<file path="config.mk">
export PLATFORM = sky130hd
export DESIGN_NAME = instruction_fetch
export DESIGN_NICKNAME = d
export VERILOG_FILES = /design/src/rtl/instruction_fetch.sv
export SDC_FILE = /design/constraint.sdc
export NUM_CORES = 1
export LEC_CHECK = 0
export ABC_AREA = 1
export BUFFER_PORTS_ARGS = -buffer_cell sky130_fd_sc_hd__buf_2
export CAP_MARGIN = 0
export CORE_MARGIN = 4
export CORE_UTILIZATION = 40
export DETAILED_ROUTE_END_ITERATION = 10
export PLACE_DENSITY = 0.61
export SKIP_LAST_GASP = 1
export SLEW_MARGIN = 5
export SYNTH_ARGS = -nofsm -noshare
export SYNTH_HDL_FRONTEND = slang
export SYNTH_SLANG_ARGS = --single-unit
</file>
<file path="constraint.sdc">
create_clock -name clk -period 8.4 [get_ports clk]
set_clock_uncertainty 0.05 [all_clocks]
set_input_delay 0 -clock clk [delete_from_list [all_inputs] [get_ports clk]]
set_output_delay 0 -clock clk [all_outputs]
set_load 0.005 [all_outputs]
</file>
<file path="src/rtl/instruction_fetch.sv">
// LEGv8 fetch stage plus IF/ID register. Branch redirects resolved in decode
// steer the PC; one architectural delay slot, no flush, decode-issued stall.
module instruction_fetch #(
  parameter logic [63:0] RESET_PC = 64'h0,
  parameter logic [31:0] NOP_WORD = 32'h910003FF
) (
  input  logic        clk,
  input  logic        reset,
  input  logic        stall,
  input  logic        br_taken,
  input  logic        br_src,
  input  logic        uncond_br,
  input  logic [63:0] br_reg,
  output logic [63:0] imem_addr,
  input  logic [31:0] imem_data,
  output logic [31:0] if_id_instr,
  output logic [63:0] if_id_pc,
  output logic        if_id_valid
);

  logic [63:0] pc_q, pc_d;
  logic [31:0] instr_q, instr_d;
  logic [63:0] ifpc_q, ifpc_d;
  logic        vld_q, vld_d;

  // Byte offsets: sign-extend the word offset to 64 bits, then scale by 4.
  function automatic logic signed [63:0] imm26_off(input logic [25:0] imm);
    return {{36{imm[25]}}, imm, 2'b00};
  endfunction

  function automatic logic signed [63:0] imm19_off(input logic [18:0] imm);
    return {{43{imm[18]}}, imm, 2'b00};
  endfunction

  always_comb begin
    pc_d    = pc_q;
    instr_d = instr_q;
    ifpc_d  = ifpc_q;
    vld_d   = vld_q;
    if (!stall) begin
      instr_d = imem_data;
      ifpc_d  = pc_q;
      vld_d   = 1'b1;
      // br_src/uncond_br are only consulted under br_taken so X on them stays out of pc.
      if (br_taken) begin
        if (br_src)
          pc_d = br_reg;
        else if (uncond_br)
          pc_d = ifpc_q + $unsigned(imm26_off(instr_q[25:0]));
        else
          pc_d = ifpc_q + $unsigned(imm19_off(instr_q[23:5]));
      end else begin
        pc_d = pc_q + 64'd4;
      end
    end
  end

  // Fetch / IF-ID register boundary
  always_ff @(posedge clk or posedge reset) begin
    if (reset) begin
      pc_q    <= RESET_PC;
      instr_q <= NOP_WORD;
      ifpc_q  <= 64'h0;
      vld_q   <= 1'b0;
    end else begin
      pc_q    <= pc_d;
      instr_q <= instr_d;
      ifpc_q  <= ifpc_d;
      vld_q   <= vld_d;
    end
  end

  assign imem_addr   = pc_q;
  assign if_id_instr = instr_q;
  assign if_id_pc    = ifpc_q;
  assign if_id_valid = vld_q;

endmodule

</file>
## Word-level counts from Yosys, hierarchy flattened

Cells that the tools add are included.

| storage, ports and cells | value |
|---|---|
| output and inout port bits | 161 |
| memories kept | 0 |
| memory bits (read-only) | 0 |
| word-level logic and storage cells | 10 |
| bits in latches | 0 |
| register bits | 161 |
| input port bits | 102 |
| bits in writable memories | 0 |

| cells by class | value |
|---|---|
| bitwise operators | 0 |
| multipliers | 0 |
| shifts and indexed selects | 0 |
| order comparisons | 0 |
| add/sub/neg operators | 3 |
| divide/modulo/power cells | 0 |
| mux-type cells | 3 |
| reductions and logical operators | 0 |
| eq/ne operators | 0 |

Operators by type and width:

| kind | number |
|---|---|
| 2-to-1 mux 64 bit | 3 |
| adder 64 bit | 2 |
| adder 64 x 3 -> 64 bit (second input constant) | 1 |

## Longest topological paths before layout

| depth | value |
|---|---|
| depth after elaboration | 4 |
| mapped depth | 22 |
| gate-level depth less buffers | 20 |

## Worst setup path before layout

Ideal clock, no wire load.

| timing path | value |
|---|---|
| path type | reg2reg |
| start | reg instr_q[25] (netlist: if_id_instr[25]) |
| end | reg pc_q[52] (netlist: imem_addr[52]) |
| path slack | 3.992 ns |
| arrival | 4.236 ns |
| data required time | 8.228 ns |
| cell stages (with the launch flop) | 16 |
| buffers on the path | 0 |
| library setup time | 0.122 ns |
| period minus slack after synthesis | 4.408 ns |
| path through | dfrtp_1 -> inv_1 -> o21ai_0 -> ha_1 -> nand2_1 -> inv_1 -> a21oi_1 -> nand2_1 -> a21oi_1 -> nor2_1 -> nor2_1 -> nand2_1 -> nand2_1 -> nand3_1 -> nand2_1 -> a21oi_1 |

| between the ends | value |
|---|---|
| longest elaborated chain between the ends | 4 |

Ends and longest elaborated chain:

| what | RTL line | source |
|---|---|---|
| start, declared | 22 | `logic [31:0] instr_q, instr_d;` |
| start signal, assigned | 67 | `instr_q <= instr_d;` |
| adder 64 bit | 49 | `pc_d = ifpc_q + $unsigned(imm26_off(instr_q[25:0]));` |
| 2-to-1 mux 64 bit | 48 | `else if (uncond_br)` |
| 2-to-1 mux 64 bit | 46 | `if (br_src)` |
| 2-to-1 mux 64 bit | 45 | `if (br_taken) begin` |
| end signal, assigned | 66 | `pc_q <= pc_d;` |
| end, declared | 21 | `logic [63:0] pc_q, pc_d;` |

Every way passes these cells.
A chain may end at the register's enable or synchronous reset.

## Worst setup path in the final report

| timing path | value |
|---|---|
| start | reg instr_q[23] (netlist: if_id_instr[23]) |
| end | reg pc_q[54] (netlist: imem_addr[54]) |

| between the ends | value |
|---|---|
| longest elaborated chain between the ends | 4 |
| elaborated cells on any way between the ends | 5 |
| classes of those cells | 2 x add/sub; 3 x mux |

Ends and longest elaborated chain:

| what | RTL line |
|---|---|
| adder 64 bit, on equally long branches | 51, 49 |
| 2-to-1 mux 64 bit (*) | 48 |
| 2-to-1 mux 64 bit (*) | 46 |
| 2-to-1 mux 64 bit (*) | 45 |

Every way passes the cells marked *; elsewhere a longest branch is shown, timed or not.

==> results.yml <==
yosys:
  synth_compound_area_share_pct: 12.4
  synthAdderAreaFrac_pct: 5.47
  synth_edf_count: 0
  avgSynthCellArea_um2: 5.96
  synth-seq-cells: 161
  synth-xor-area-share_pct: 3.97
  ys_warn_count: 0
  synth_fp_nets: 2606
  async_flop_share_pct: 100
  synth-seq-area-share_pct: 27.8
  syn_area_um2: 14600
  synth_top_family_by_area: "simple AND/OR/NAND/NOR gates"
  synth_mux_area_share_pct: 0
  ys_types: 44
  syn_inst: 2441
  synthFlopType: "dfrtp_1"
  synth-simple-area-share_pct: 39.7
floorplan:
  die_width_um: 199
  die-area_um2: 39500
  rows: 69
  io_pins: 263
  core_area_um2: 35700
  initial_core_util_pct: 40.7
  die_y_um: 199
sta:
  hold_viol_final: 0
  rsz0062_at_grt: "no"
  worstMarginPinSlew_ns: 1.10
  fin_tns_setup_ns: 0
  min_period_ns: 3.93
  setup_violations: 0
  slew_viol_final: 0
  max_freq_mhz: 255
  worst_slack_ns: 4.47
  whs_ns: 0.00751
  slew_headroom_pct: 26.7
  fin_crit_sh_pct: 46.8
setup_path:
  critPathLaunchType: "flip-flop"
  rrSetupSlack_ns: 4.47
  cp-end-kind: "flip-flop"
  r2r_cells: 16
  setup.worst_path.end: "imem_addr[54]"
  arrival_ns: 4.21
  crit_top_cell: "nand2_1"
  critical_path.max_fanout: 37
  cp.depth: 16
  r2r-start: "if_id_instr[23]"
  crit_chain: "nand2_1 > o21ai_2 > buf_4 > ha_1 > nand2_1 > nor2_1 > nand2_1 > inv_1 > nand2_1 > nor2_1 > nand2_1 > nand4_1 > nand3_1 > nand2_1 > a21oi_1 > dlygate4sd3_1"
  path_buf_inv: 3
  critPathSlowestCell: "dfrtp_1"
  crit_start: "if_id_instr[23]"
  critPathKind: "reg -> reg"
  required_ns: 8.68
  crit_family: "simple AND/OR/NAND/NOR gates"
  cpPeakStageDelay_ns: 0.57
  reg2reg_to: "imem_addr[54]"
clocking:
  path_clk_slew_ns: 0.08
  h-tree-depth: 4
  cts_root_buffer: "clkbuf_16"
  cts_buffers: 17
  cts_buffer_depth: 2
  clk-insertion-delay-late_ns: 0.47
  tritoncts: "done"
  cts_sinks: 161
global_routing:
  grt_pass1_vias: 16791
  grt_use_total_pct: 35.2
  grt_max_degree: 95
  overflow: 0
  antenna_found_initial: 1
  grt_pass1_wl_um: 104000
power_and_ir_drop:
  pwr-share-comb_pct: 45.9
  p_clk_share_pct: 23.0
  ir_drop_uv: 194
  p_sw_share_pct: 48.0
  seqPwrFrac_pct: 31.0
  p_int_mw: 1.92
  pwr_density_cell_nw_per_um2: 208
  power.total_mw: 3.70
  p_switching_mw: 1.77
  leakage_nw: 9.57
place:
  gp_congestion: 1.01
  placed_area_um2: 16300
  pre_cts_ws_ns: 4.44
  dp.cells: 3107
  port_buffers: 262
  dp_hpwl_um: 56700
outcome:
  status: "completed"
drt:
  final_antenna_net_count: 0
  avgViaCountPerCell: 5.42
  drt_iter0_markers: 1738
  drc: 0
  vias: 17518
  wl_per_cell_um: 21.8
  dr.pass1.iters: 6
  routed_wl_um: 70600
cells_and_area:
  nets: 2922
  final_util_pct: 49.8
  syn_to_final_growth_pct: 22.3
  stdcell_area_um2: 17800
  final_cell_mix: "820 x nand2_1, 346 x nor2_1, 336 x inv_1"
  drive_gt1_share_pct: 13.4
  final_cells: 3232
  layout_commonest_cell: "nand2_1"
min_path:
  min_from: "br_reg[37]"
  hp-class: "in -> reg"
run:
  max-cap-violations: 0
## flip-flops by register name, summed over array words and instances, names as in the netlist
name and flops:
if_id_instr 32, if_id_valid 1, imem_addr 64, if_id_pc 64
## timing repair
item	4_1_cts	5_1_grt
hold endpoints to repair	140	0
setup buffers	0	0
gates resized for setup	0	0
hold buffers	92	0
## cell families (layout without fill, tap and decap cells)
group	after synthesis	in the layout
flip-flops	161	161
other	0	1
AO/OA/AOI/OAI	335	335
buffers and inverters	411	740
XOR/XNOR	66	66
AND/OR/NAND/NOR	1405	1405
adder cells (fa/ha/maj)	63	63
## worst reg2reg max path, cell delays in order, from the launching register on
cell	delay (ns)
dfrtp_1	0.57
nand2_1	0.21
o21ai_2	0.11
buf_4	0.40
ha_1	0.41
nand2_1	0.18
nor2_1	0.21
nand2_1	0.14
inv_1	0.10
nand2_1	0.07
nor2_1	0.10
nand2_1	0.11
nand4_1	0.09
nand3_1	0.23
nand2_1	0.17
a21oi_1	0.08
dlygate4sd3_1	0.57
## layer usage
layer | vias to the layer above | share of wire [%] | track usage, %
met5 | - | 0 | 0
met4 | 0 | 3.3 | 10.7
met3 | 121 | 8.2 | 5.28
met2 | 797 | 44 | 53.7
met1 | 8274 | 45 | 51.7
li1 | 8326 | - | -
## how the worst min path moves through the flow
stage / slack, ns / to / cells past startpoint
floorplan: 0.04 / if_id_instr[28] / 2
global placement: -0.02 / if_id_valid / 2
detailed placement: -0.008 / if_id_valid / 2
CTS: 0.001 / imem_addr[18] / 5
global route: 0.02 / imem_addr[5] / 4
finish: 0.008 / imem_addr[37] / 5
## power groups by stage
| stage | Combinational (mW) | Sequential [mW] | Clock [mW] |
|---|---|---|---|
| 2_1_floorplan | 1.00 | 1.05 | 0 |
| 3_3_place_gp | 1.61 | 1.15 | 0 |
| 3_5_place_dp | 1.62 | 1.15 | 0 |
| 4_1_cts | 1.66 | 1.13 | 0.859 |
| 5_1_grt | 1.87 | 1.15 | 0.890 |
| 6_report | 1.70 | 1.15 | 0.852 |
## cells in the mapped netlist (3+ instances only)
cell type	n	share of area, %
xnor2_1	7	0.42
buf_2	8	0.28
and3_1	3	0.13
xor2_1	59	3.5
o21ai_0	154	5.3
a21oi_2	4	0.24
o221ai_1	3	0.18
inv_1	338	8.7
ha_1	62	5.3
nand3_1	117	4.0
o31ai_1	5	0.26
o21ai_1	3	0.10
or2_2	3	0.13
nor3_1	38	1.3
clkbuf_1	50	1.3
nand3b_1	3	0.15
nor3_2	11	0.76
nand3_2	5	0.34
inv_2	8	0.21
nor4_1	6	0.26
a21oi_1	127	4.4
dfstp_2	13	2.3
buf_1	6	0.15
nand4_1	23	0.99
nand2_1	820	21
nor2_2	8	0.34
dfrtp_1	148	25
nor2_1	346	8.9
a22oi_1	16	0.83
and2_1	6	0.26
nand2_2	9	0.39
a31oi_1	9	0.39
o21bai_1	8	0.41
## area by class of cell
cell class / count / area (µm²)
clock buffers: 17 / 425
diodes: 1 / 2.50
well taps: 461 / 577
multi-input cells: 1869 / 8960
flip-flops and latches: 161 / 4050
clock inverters: 15 / 189
repair buffers: 362 / 2300
fillers: 3879 / 17900
inverters: 346 / 1310
No activity file was read; power rests on OpenSTA's default activity.
